[src/rtl/spi_cmd_master.sv]
// rtl/spi_cmd_master.sv - SPI mode-0 master issuing command frames with full-duplex capture
module spi_cmd_master #(
    parameter int CLK_DIV = 4
) (
    input  logic       CLKCPU_A,
    input  logic       RESET_n,
    input  logic       START,
    input  logic [7:0] CMD,
    input  logic [3:0] LEN,
    input  logic [7:0] TX_DATA,
    input  logic       TX_VALID,
    output logic       TX_REQ,
    output logic [7:0] RX_DATA,
    output logic       RX_VALID,
    output logic       BUSY,
    output logic       DONE,
    output logic       SPI_SCK,
    output logic       SPI_NSS,
    output logic       SPI_MOSI,
    input  logic       SPI_MISO
);

    typedef enum logic [2:0] {
        S_IDLE,
        S_SETUP,
        S_SHIFT,
        S_GAP,
        S_HOLD
    } state_t;

    // Last value of the half-period counter before a phase ends.
    localparam logic [7:0] DIV_LAST = 8'(CLK_DIV - 1);
    // Counter value in GAP on which TX_REQ is raised, so that the first
    // possible handshake lands exactly on the last cycle of the minimum gap.
    localparam logic [7:0] REQ_AT   = (CLK_DIV >= 2) ? 8'(CLK_DIV - 2) : 8'd0;
    // With a one-cycle half period the gap is ready from its first cycle.
    localparam logic       REQ_ON_ENTRY = (CLK_DIV == 1) ? 1'b1 : 1'b0;

    state_t     state;
    logic [7:0] cnt;        // cycles spent in the current half period / phase
    logic [2:0] bit_cnt;    // bit index within the current byte, 0 = MSB
    logic [3:0] remaining;  // data bytes still to be accepted in this frame
    logic [6:0] tx_sr;      // bits still to be sent after the one on MOSI
    logic [7:0] rx_sr;      // MISO bits gathered so far, MSB first

    // Frame sequencer: all SPI pins and host strobes are registered here.
    always_ff @(posedge CLKCPU_A or negedge RESET_n) begin
        if (!RESET_n) begin
            state     <= S_IDLE;
            cnt       <= 8'd0;
            bit_cnt   <= 3'd0;
            remaining <= 4'd0;
            tx_sr     <= 7'd0;
            rx_sr     <= 8'd0;
            TX_REQ    <= 1'b0;
            RX_DATA   <= 8'h00;
            RX_VALID  <= 1'b0;
            BUSY      <= 1'b0;
            DONE      <= 1'b0;
            SPI_SCK   <= 1'b0;
            SPI_NSS   <= 1'b1;
            SPI_MOSI  <= 1'b0;
        end else begin
            RX_VALID <= 1'b0;
            DONE     <= 1'b0;
            case (state)
                S_IDLE: begin
                    // A START landing on the DONE cycle is dropped, which
                    // guarantees at least one cycle of NSS high between frames.
                    if (START && !DONE) begin
                        tx_sr     <= CMD[6:0];
                        SPI_MOSI  <= CMD[7];
                        remaining <= LEN;
                        SPI_NSS   <= 1'b0;
                        BUSY      <= 1'b1;
                        cnt       <= 8'd0;
                        state     <= S_SETUP;
                    end
                end

                S_SETUP: begin
                    if (cnt == DIV_LAST) begin
                        cnt     <= 8'd0;
                        bit_cnt <= 3'd0;
                        state   <= S_SHIFT;
                    end else begin
                        cnt <= cnt + 8'd1;
                    end
                end

                S_SHIFT: begin
                    if (cnt != DIV_LAST) begin
                        cnt <= cnt + 8'd1;
                    end else begin
                        cnt <= 8'd0;
                        if (!SPI_SCK) begin
                            // Rising edge: capture MISO as SCK goes high.
                            SPI_SCK <= 1'b1;
                            rx_sr   <= {rx_sr[6:0], SPI_MISO};
                        end else begin
                            // Falling edge: advance MOSI or close the byte.
                            SPI_SCK <= 1'b0;
                            if (bit_cnt == 3'd7) begin
                                RX_DATA  <= rx_sr;
                                RX_VALID <= 1'b1;
                                if (remaining != 4'd0) begin
                                    TX_REQ <= REQ_ON_ENTRY;
                                    state  <= S_GAP;
                                end else begin
                                    state <= S_HOLD;
                                end
                            end else begin
                                bit_cnt  <= bit_cnt + 3'd1;
                                SPI_MOSI <= tx_sr[6];
                                tx_sr    <= {tx_sr[5:0], 1'b0};
                            end
                        end
                    end
                end

                S_GAP: begin
                    if (TX_REQ && TX_VALID) begin
                        TX_REQ    <= 1'b0;
                        tx_sr     <= TX_DATA[6:0];
                        SPI_MOSI  <= TX_DATA[7];
                        remaining <= remaining - 4'd1;
                        bit_cnt   <= 3'd0;
                        cnt       <= 8'd0;
                        state     <= S_SHIFT;
                    end else begin
                        if (cnt == REQ_AT) begin
                            TX_REQ <= 1'b1;
                        end
                        // Saturate so a stalled gap keeps waiting without wrapping.
                        if (cnt != DIV_LAST) begin
                            cnt <= cnt + 8'd1;
                        end
                    end
                end

                S_HOLD: begin
                    if (cnt == DIV_LAST) begin
                        cnt      <= 8'd0;
                        SPI_NSS  <= 1'b1;
                        SPI_MOSI <= 1'b0;
                        BUSY     <= 1'b0;
                        DONE     <= 1'b1;
                        state    <= S_IDLE;
                    end else begin
                        cnt <= cnt + 8'd1;
                    end
                end

                default: begin
                    state <= S_IDLE;
                end
            endcase
        end
    end

endmodule
[config.mk]
export PLATFORM = sky130hd
export DESIGN_NAME = spi_cmd_master
export DESIGN_NICKNAME = d
export VERILOG_FILES = /design/src/rtl/spi_cmd_master.sv
export SDC_FILE = /design/constraint.sdc
export NUM_CORES = 1
export LEC_CHECK = 0
export CORE_MARGIN = 2
export CORE_UTILIZATION = 48
export DETAILED_ROUTE_END_ITERATION = 16
export PLACE_DENSITY = 0.75
export SYNTH_ARGS = -nofsm -noshare
export SYNTH_HDL_FRONTEND = slang
export SYNTH_SLANG_ARGS = --single-unit
[constraint.sdc]
create_clock -name CLKCPU_A -period 2.2 [get_ports CLKCPU_A]
set_clock_uncertainty 0.05 [all_clocks]
set_input_delay 0.66 -clock CLKCPU_A [delete_from_list [all_inputs] [get_ports CLKCPU_A]]
set_output_delay 0.66 -clock CLKCPU_A [all_outputs]
set_load 0.01 [all_outputs]
## Yosys cells after proc, flatten, opt, wreduce, memory -nomap -nowiden

Index checks and enable logic that the tools add are counted.
W data, S select, Z words.

| word-level totals | value |
|---|---|
| logic and storage cells | 117 |
| register bits | 48 |

| cells by class | value |
|---|---|
| equality and inequality tests | 19 |
| mux-type cells | 55 |
| bitwise gates (word level) | 2 |
| reduce and logical (&&, ||, !) cells | 24 |
| $add $sub $neg | 3 |

Operator list:

| operator | number |
|---|---|
| $mux W8 | 5 |
| $mux W3 | 12 |
| $mux W7 | 5 |
| $pmux W8 S4 | 1 |
| $mux W1 | 22 |
| $pmux W7 S3 | 1 |
| $ne A2 B2 Y1 const B | 9 |
| $reduce_and A6 Y1 | 3 |
| $eq A8 B2 Y1 const B | 2 |
| $pmux W3 S5 | 1 |
| $reduce_and A7 Y1 | 2 |
| $reduce_and A3 Y1 | 4 |
| $reduce_bool A4 Y1 | 3 |
| $pmux W3 S3 | 1 |
| $add A8 B1 Y8 const B | 1 |
| $mux W4 | 2 |
| $ne A8 B2 Y1 const B | 1 |
| $pmux W4 S2 | 1 |
| $eq A3 B2 Y1 const B | 2 |
| $eq A3 B3 Y1 const B | 2 |
| $ne A3 B3 Y1 const B | 2 |
| $pmux W1 S2 | 3 |
| $reduce_bool A2 Y1 | 3 |
| $reduce_bool A3 Y1 | 2 |
| other kinds (11) | 13 |

## Depth between registers and ports, before layout

Gate-level depths: netlist (run 1).

| logic depth | value |
|---|---|
| depth after elaboration | 6 |
| mapped depth | 7 |

## Worst setup path before layout (run 1)

No wires, ideal clock.

| timing path | value |
|---|---|
| kind | reg-to-reg |
| start | reg cnt[1] |
| end | reg bit_cnt[0] |
| slack | -0.032 ns |
| cell stages (with the launch flop) | 7 |
| data required time | 2.022 ns |
| arrival time | 2.054 ns |
| path through | dfrtp_1 > ha_1 > or3b_2 > nor2_2 > nand2_2 > a211oi_4 > mux2_1 |

| between the ends | value |
|---|---|
| word-level cells in the longest chain between the ends | 3 |
| elaborated cells on any way between the ends | 5 |

Ends and longest elaborated chain:

| element | RTL line | RTL |
|---|---|---|
| start, declared | 40 | `logic [7:0] cnt;` |
| start signal, assigned | 87 | `cnt <= cnt + 8'd1;` |
| start signal, assigned | 93 | `cnt <= cnt + 8'd1;` |
| start signal, assigned | 136 | `cnt <= cnt + 8'd1;` |
| $eq A8 B2 Y1 or $ne A8 B2 Y1 (tied branches) | 82, 92 |  |
| $ne A2 B2 Y1 (no source line) | n/a |  |
| $reduce_and A6 Y1 (no source line) * | n/a |  |
| end signal, assigned | 113 | `bit_cnt <= bit_cnt + 3'd1;` |
| end, declared | 41 | `logic [2:0] bit_cnt;` |

Mark *: on every way between the ends. The rest lies on a longest branch, timed or not.
A chain may end at the register's enable or synchronous reset.

## Worst setup path in the final report (run 1)

| timing path | value |
|---|---|
| start | reg cnt[2] |
| end | reg tx_sr[3] |

| between the ends | value |
|---|---|
| word-level cells in the longest chain between the ends | 3 |

Ends and longest elaborated chain:

| element | RTL line | RTL |
|---|---|---|
| $ne A8 B2 Y1 | 92 | `if (cnt != DIV_LAST) begin` |
| $ne A2 B2 Y1 (no source line) | n/a |  |
| $reduce_and A6 Y1 (no source line) | n/a |  |
| end signal, assigned | 71 | `tx_sr <= CMD[6:0];` |
| end signal, assigned | 115 | `tx_sr <= {tx_sr[5:0], 1'b0};` |
| end signal, assigned | 124 | `tx_sr <= TX_DATA[6:0];` |
| end, declared | 43 | `logic [6:0] tx_sr;` |

Every way passes these cells.

==> results_tabular.tex, run 1 <==
\begin{tabular}{lr}
\hline
Metric & Value \\
\hline
\multicolumn{2}{l}{\textbf{Critical path}} \\
Reg-to-reg critical path startpoint & cnt[2]\$\_DFFE\_PN0P\_ \\
Class of the most critical setup path & reg2reg \\
Crit path launch type & register \\
Data arrival time of the worst path & between 2000 and 2500 ps \\
Top fanout value on the critical path & 7 \\
CP Data Required Time & about 2400 ps \\
CP Capture Type & register \\
First element of the critical path & cnt[2]\$\_DFFE\_PN0P\_ \\
\multicolumn{2}{l}{\textbf{Cells and area}} \\
Number of diodes added for antenna fixing & 0 \\
Proportion of layout cells with a drive suffix above 1 & roughly 26\% \\
Leading cell type in the layout, fill and taps excluded & dfrtp\_1 \\
Layout net count & $\sim$340 \\
Count of placed standard cells in the final layout, fillers left out & roughly 380 \\
Final Core Density & between 60\% and 70\% \\
Fin area & 0.00339 mm² \\
Area growth from synthesis to layout & 31.6\% \\
Leading cell types in the layout, fill and taps excluded & dfrtp\_1 (47), clkdlybuf4s50\_1 (38), buf\_4 (27), mux2\_2 (25), o21ai\_0 (20) \\
\multicolumn{2}{l}{\textbf{Logic synthesis}} \\
Share of synthesized area occupied by flip-flops and latches & 46.7\% \\
Most used flip-flop cell after synthesis & dfrtp\_1 \\
Number of nets in the synthesized netlist & 279 \\
Avg Synthesized Cell Area & a little over 10 µm² \\
Share of synthesized registers carrying an async set or reset & 100\% \\
Count of mapped cells out of synthesis & between 200 and 250 \\
Post-synth EDFFs & 0 \\
Total of flip-flops plus latches after synthesis & 48 \\
Post-synthesis instance area & 0.00258 mm² \\
Unique masters post-synth & 51 \\
Count of synthesis-stage warnings from yosys & 0 \\
\multicolumn{2}{l}{\textbf{Floorplan}} \\
Effective utilization at floorplan & between 50\% and 60\% \\
Chip height & slightly below 80 µm \\
Full die area & $\sim$0.0060 mm² \\
Count of boundary I/O pins & 40 \\
Area inside the core boundary & 0.00514 mm² \\
Row cnt & 26 \\
Die W & slightly below 80 µm \\
\multicolumn{2}{l}{\textbf{Power}} \\
Leakage & 0.00153 µW \\
Areal power density over the cells & 1110 mW/mm² \\
Worst vdd ir & around 0.63 mV \\
\multicolumn{2}{l}{\textbf{Timing}} \\
Actual transition at the worst max-transition pin & approximately 450 ps \\
Total setup violations reported at the end of the flow & 0 \\
Setup repair after global routing missed its margin & true \\
Setup TNS & 0 ps \\
Maximum clock frequency & 459 MHz \\
Minimum period implied by the final worst setup slack & 2180 ps \\
Post-route fraction of the period consumed by the critical path & a little under 100\% \\
Hold Fails Final Rpt & 0 \\
Worst slew margin relative to its limit & a little over two thirds \\
Final-report max-slew violation count & 0 \\
\multicolumn{2}{l}{\textbf{Route}} \\
Post-route ant nets & 0 \\
First-pass iteration count of the detailed router & 4 \\
Routed Wire Length & $\sim$5400 µm \\
Via count & about 2100 \\
DR DRC count & 0 \\
Post-detailed-route wirelength per cell & between 10 and 15 µm \\
Number of violations reported at the end of detailed-routing iteration 0 & between 90 and 100 \\
Detailed-route vias per instance & 5.47 \\
\multicolumn{2}{l}{\textbf{Placement}} \\
DPL Wire Length & 3990 µm \\
Area of placed instances & about 0.0032 mm² \\
Number of cells after detailed placement & roughly 370 \\
Number of input and output port buffers inserted & 39 \\
GP Congestion & roughly 0.84 \\
\multicolumn{2}{l}{\textbf{Global route}} \\
Sum of overflow across all layers after global routing & 0 \\
Largest net degree at the start of global routing & 33 \\
Overall routing resource usage & 19.3\% \\
Number of global-route vias before repair & 2089 \\
Initial antenna violation count & 0 \\
Wire length of the first global-routing pass & about 9400 µm \\
\multicolumn{2}{l}{\textbf{Clock network}} \\
Number of buffers on the longest clock path & 2 \\
Cell chosen for the clock root & clkbuf\_8 \\
Clock insertion delay at the later pin of the skew report & 300 ps \\
CTS Hold Bufs & 0 \\
CTS Sinks & between 40 and 50 \\
Register clock-pin slew on the reported worst setup and hold paths & roughly 90 ps \\
Number of buffers added by the clock tree synthesis step & 5 \\
Number of H-tree levels & 2 \\
TritonCTS clock tree & built \\
\multicolumn{2}{l}{\textbf{Flow run}} \\
Max Cap Violations & 0 \\
\multicolumn{2}{l}{\textbf{Hold path}} \\
Kind of path behind the tightest hold check & in2async \\
\multicolumn{2}{l}{\textbf{Run status}} \\
Run status & completed \\
\hline
\end{tabular}
==> metal layers <==
metal	routed length, µm	share of wire, %	track usage [%]	up-vias
met1	2460	45	24.7	1009
met3	234	4.3	4.35	10
met2	2650	49	32.4	55
met4	86	1.6	5.89	0
li1	-	-	-	1027
met5	0	0	0	-
==> through the flow <==
stage / total power (µW) / hold slack, ps / setup slack, ps
2_1_floorplan: 2620 / 314 / 26.6
6_report: 3770 / 223 / 19.0
5_1_grt: 4080 / 244 / -67.0
3_3_place_gp: 3020 / 432 / -106
3_5_place_dp: 3070 / 444 / -167
4_1_cts: 3770 / 234 / 12.4
==> worst max-delay path: stages, from the launching register on <==
cell	delay [ps]
dfrtp_1	390
or4_4	600
nor4b_4	350
o21ai_4	120
nor2_4	200
mux2_2	360
==> synth_stat cells, drive strengths merged, types with 2 or more instances <==
cell    number  share of area [%]
clkbuf       7                1.0
nor2b        7                1.7
buf          3               0.58
a311oi       2               0.68
nor4         2               0.73
o31ai        2               0.58
and2         2               0.49
ha           6                2.9
nand4        2               0.49
nor2        17                2.9
nand2       20                3.0
o21ai       21                4.2
nand2b       3               0.73
a21oi       11                2.1
a221oi       2               0.68
nand3        9                1.7
a221o        2               0.78
mux2        26                 11
or2          4               0.97
mux2i        9                3.5
nor3         5               0.97
dfrtp       47                 46
or3b         2               0.68
a22o         3                1.0
inv         10                1.5
xnor2        2               0.68
a211oi       3                1.4
nor4b        2                1.3
and3         3               0.73
==> registers in the layout (all words and copies together) (netlist names), 3 cells and up <==
signal     cells
cnt            8
bit_cnt        3
remaining      4
state          3
RX_DATA        8
tx_sr          7
rx_sr          8
==> path summary, 6_finish.rpt <==
path                                          end  slack, ps  cells past startpoint
max in group asynchronous     SPI_NSS$_DFFE_PN1P_       1300                      2
max                          tx_sr[3]$_DFFE_PN0P_         20                      5
max reg2reg                  tx_sr[3]$_DFFE_PN0P_         20                      5
min                          tx_sr[2]$_DFFE_PN0P_        220                      1
min in group CLKCPU_A      RX_DATA[6]$_DFFE_PN0P_        460                      1
min reg2reg                RX_DATA[6]$_DFFE_PN0P_        460                      1
==> what timing repair did <==
action,4_1_cts,5_1_grt
setup buffers,0,2
endpoints found under the setup margin,1,24
gates resized for setup,2,2
pin swaps,1,3
==> area by class of cell <==
cell class	instances	area (µm²)
fillers	446	1750
multi-input cells	180	1320
flip-flops and latches	48	1200
repair buffers	68	628
well taps	70	87.6
clock buffers	5	68.8
clock inverters	3	46.3
inverters	10	37.5
==> report_power, final <==
| part | internal [µW] | leakage [µW] | switching, µW |
|---|---|---|---|
| combinational | 937 | 0.000857 | 874 |
| clock | 342 | 0.0000548 | 308 |
| sequential | 1110 | 0.000616 | 193 |
| total | 2390 | 0.00153 | 1370 |
==> kinds of logic (layout without fill, tap and decap cells) <==
family,after synthesis,after routing,synth area share (%)
buffers and inverters,20,86,3.06
AND/OR/NAND/NOR,82,82,17.7
adder cells (fa/ha/maj),6,6,2.91
multiplexers,35,35,14.9
XOR/XNOR,2,2,0.680
AO/OA/AOI/OAI,55,55,14.2
flip-flops,48,48,46.7
No activity file was read; power rests on OpenSTA's default activity.
==> run 2: changes to the inputs <==
CORE_ASPECT_RATIO = 0.5   (was not set)
==> run 2 against run 1 <==
  * The run now ends with setup timing left
  * Core utilization increased by 0.97 points
  * Combinational power about the same
  * Register-to-register slack worse by 30 ps
==> results_tabular.tex, run 2 (same netlist as run 1, synthesis figures left out) <==
\begin{tabular}{lr}
\hline
Metric & Value \\
\hline
\multicolumn{2}{l}{\textbf{Timing}} \\
Final-report max-slew violation count & 0 (unchanged) \\
Post-route fraction of the period consumed by the critical path & 100\% (+1.1 points) \\
Hold slack & 254 ps (+31.3 ps) \\
Setup repair after global routing missed its margin & true \\
Hold Fails Final Rpt & 0 (unchanged) \\
PnR worst setup slack & -5.99 ps (-25.0 ps) \\
Actual transition at the worst max-transition pin & 497 ps (+51.5 ps) \\
Minimum period implied by the final worst setup slack & 2210 ps (+25.0 ps) \\
Total setup violations reported at the end of the flow & 2 (+2) \\
Maximum clock frequency & 453 MHz (-1.1\%) \\
Worst slew margin relative to its limit & 66.8\% (-3.1 points) \\
\multicolumn{2}{l}{\textbf{Placement}} \\
GP Congestion & 0.893 (+6.1\%) \\
DPL Wire Length & 4240 µm (+6.5\%) \\
Area of placed instances & 0.00326 mm² (+0.46\%) \\
Number of cells after detailed placement & 376 (+0.53\%) \\
Number of input and output port buffers inserted & 39 (unchanged) \\
\multicolumn{2}{l}{\textbf{Run status}} \\
Run status & finished with violations \\
Violated checks & setup timing \\
\multicolumn{2}{l}{\textbf{Route}} \\
Routed Wire Length & 5780 µm (+6.5\%) \\
DR DRC count & 0 (unchanged) \\
Post-detailed-route wirelength per cell & 15.0 µm (+6.0\%) \\
First-pass iteration count of the detailed router & 5 (+1) \\
Detailed-route vias per instance & 5.54 (+1.2\%) \\
Via count & 2137 (+1.7\%) \\
Post-route ant nets & 0 (unchanged) \\
Number of violations reported at the end of detailed-routing iteration 0 & 116 (+23\%) \\
\multicolumn{2}{l}{\textbf{Critical path}} \\
Crit path largest cell delay & 620 ps (+20 ps) \\
Critical register-to-register path endpoint & bit\_cnt[0]\$\_DFFE\_PN0P\_ \\
Data arrival time of the worst path & 2360 ps (+30 ps) \\
Top fanout value on the critical path & 4 (-3) \\
Worst-path cell chain & or4\_4, nor4b\_4, o21ai\_2, a211oi\_4, mux2\_1 \\
CP Capture Type & register \\
Reg-to-reg critical path startpoint & cnt[2]\$\_DFFE\_PN0P\_ \\
Logic depth of the worst register-to-register path & 5 (unchanged) \\
Class of the most critical setup path & reg2reg \\
CP Data Required Time & 2350 ps (about the same) \\
Crit path launch type & register \\
Slack of the worst reg-to-reg path & -6 ps (-30 ps) \\
Library cell contributing the largest single delay on the critical path & or4\_4 \\
\multicolumn{2}{l}{\textbf{Clock network}} \\
CTS Sinks & 48 (unchanged) \\
Number of H-tree levels & 2 (unchanged) \\
CTS Hold Bufs & 0 (unchanged) \\
Register clock-pin slew on the reported worst setup and hold paths & 90 ps (about the same) \\
Clock insertion delay at the later pin of the skew report & 310 ps (about the same) \\
TritonCTS clock tree & built \\
Number of buffers added by the clock tree synthesis step & 5 (unchanged) \\
Cell chosen for the clock root & clkbuf\_8 \\
Number of buffers on the longest clock path & 2 (unchanged) \\
\multicolumn{2}{l}{\textbf{Floorplan}} \\
Area inside the core boundary & 0.00504 mm² (-1.9\%) \\
Count of boundary I/O pins & 40 (unchanged) \\
Row cnt & 18 (-31\%) \\
Full die area & 0.00601 mm² (+0.59\%) \\
Effective utilization at floorplan & 51.1\% (+0.95 points) \\
Die W & 108 µm (+39\%) \\
Chip height & 55.8 µm (-28\%) \\
\multicolumn{2}{l}{\textbf{Cells and area}} \\
Layout net count & 346 (+0.58\%) \\
Fin area & 0.00338 mm² (-0.41\%) \\
Proportion of layout cells with a drive suffix above 1 & 25.9\% (+0.15 points) \\
Area growth from synthesis to layout & 31.1\% \\
Largest registers & RX\_DATA x8, cnt x8, rx\_sr x8 \\
Leading cell types in the layout, fill and taps excluded & dfrtp\_1 (47), clkdlybuf4s50\_1 (38), buf\_4 (29), mux2\_2 (25), o21ai\_0 (20) \\
Count of placed standard cells in the final layout, fillers left out & 386 (+0.52\%) \\
Number of diodes added for antenna fixing & 0 (unchanged) \\
Final Core Density & 67.0\% (+0.97 points) \\
Leading cell type in the layout, fill and taps excluded & dfrtp\_1 \\
\multicolumn{2}{l}{\textbf{Flow run}} \\
Max Cap Violations & 0 (unchanged) \\
\multicolumn{2}{l}{\textbf{Power}} \\
Worst vdd ir & 0.535 mV (-16\%) \\
Areal power density over the cells & 1080 mW/mm² (-3.0\%) \\
Sum of internal, switching and leakage power & 3640 µW (-3.4\%) \\
Leakage & 0.00153 µW (about the same) \\
\multicolumn{2}{l}{\textbf{Global route}} \\
Number of global-route vias before repair & 2116 (+1.3\%) \\
Sum of overflow across all layers after global routing & 0 (unchanged) \\
Initial antenna violation count & 0 (unchanged) \\
Wire length of the first global-routing pass & 9760 µm (+4.3\%) \\
Largest net degree at the start of global routing & 22 (-33\%) \\
Overall routing resource usage & 20.5\% (+1.3 points) \\
\multicolumn{2}{l}{\textbf{Hold path}} \\
Kind of path behind the tightest hold check & in2async \\
\hline
\end{tabular}
## run 2: cell count changes in the layout (fill, tap and decap cells not counted), sizes merged
cell and change:
clkinv +3, buf +2, inv -1, clkinvlp -1, bufinv -1
## run 2: layout make-up
type | instances | area, µm²
multi-input cells | 180 | 1320
clock inverters | 3 | 18.8
repair buffers | 70 | 643
inverters | 10 | 37.5
flip-flops and latches | 48 | 1200
well taps | 70 | 87.6
fillers | 413 | 1670
clock buffers | 5 | 68.8
## run 2: worst max-delay path, delay by kind of cell (launching register included)
kind,cells,cell delay [ps]
AOI/OAI and AO/OA,2,390
DFF,1,400
muxes,1,340
and+or+nand+nor,2,920
## run 2: timing repair
action | CTS | global route
buffers inserted | 0 | 2
gates cloned | 0 | 0
endpoints found under the hold margin | 0 | 0
pin swaps | 1 | 1
endpoints found under the setup margin | 11 | 28
gates resized for setup | 1 | 3
## run 2: where the power goes
| group | switching (µW) | internal [µW] | total, µW | leakage (µW) |
|---|---|---|---|---|
| logic | 880 | 915 | 1790 | 0.000864 |
| clock network | 309 | 222 | 531 | 0.0000479 |
| registers | 201 | 1120 | 1320 | 0.000616 |
| total | 1390 | 2250 | 3640 | 0.00153 |
## run 2: routing by layer
metal	GRT usage [%]	share of wire (%)
met1	26.9	45
met2	33.7	48
met3	4.22	4.9
met4	7.69	1.9
met5	0	0
## run 2: per-stage QoR
step,worst slack (ps),TNS [ps]
CTS,-6.98,-10.3
detailed placement,-222,-3330
finish,-5.99,-10.5
global placement,-155,-2480
floorplan,26.6,0
global route,-94.2,-793
## run 2: worst max path at each step
stage / startpoint / to / slack, ps / cells after the start
3_3_place_gp: START / cnt[7]$_DFFE_PN0P_ / -160 / 5
4_1_cts: cnt[2]$_DFFE_PN0P_ / bit_cnt[0]$_DFFE_PN0P_ / -7 / 5
6_report: cnt[2]$_DFFE_PN0P_ / bit_cnt[0]$_DFFE_PN0P_ / -6 / 5
2_1_floorplan: cnt[2]$_DFFE_PN0P_ / bit_cnt[0]$_DFFE_PN0P_ / 30 / 5
5_1_grt: cnt[2]$_DFFE_PN0P_ / tx_sr[4]$_DFFE_PN0P_ / -90 / 5
3_5_place_dp: TX_VALID / cnt[7]$_DFFE_PN0P_ / -220 / 6
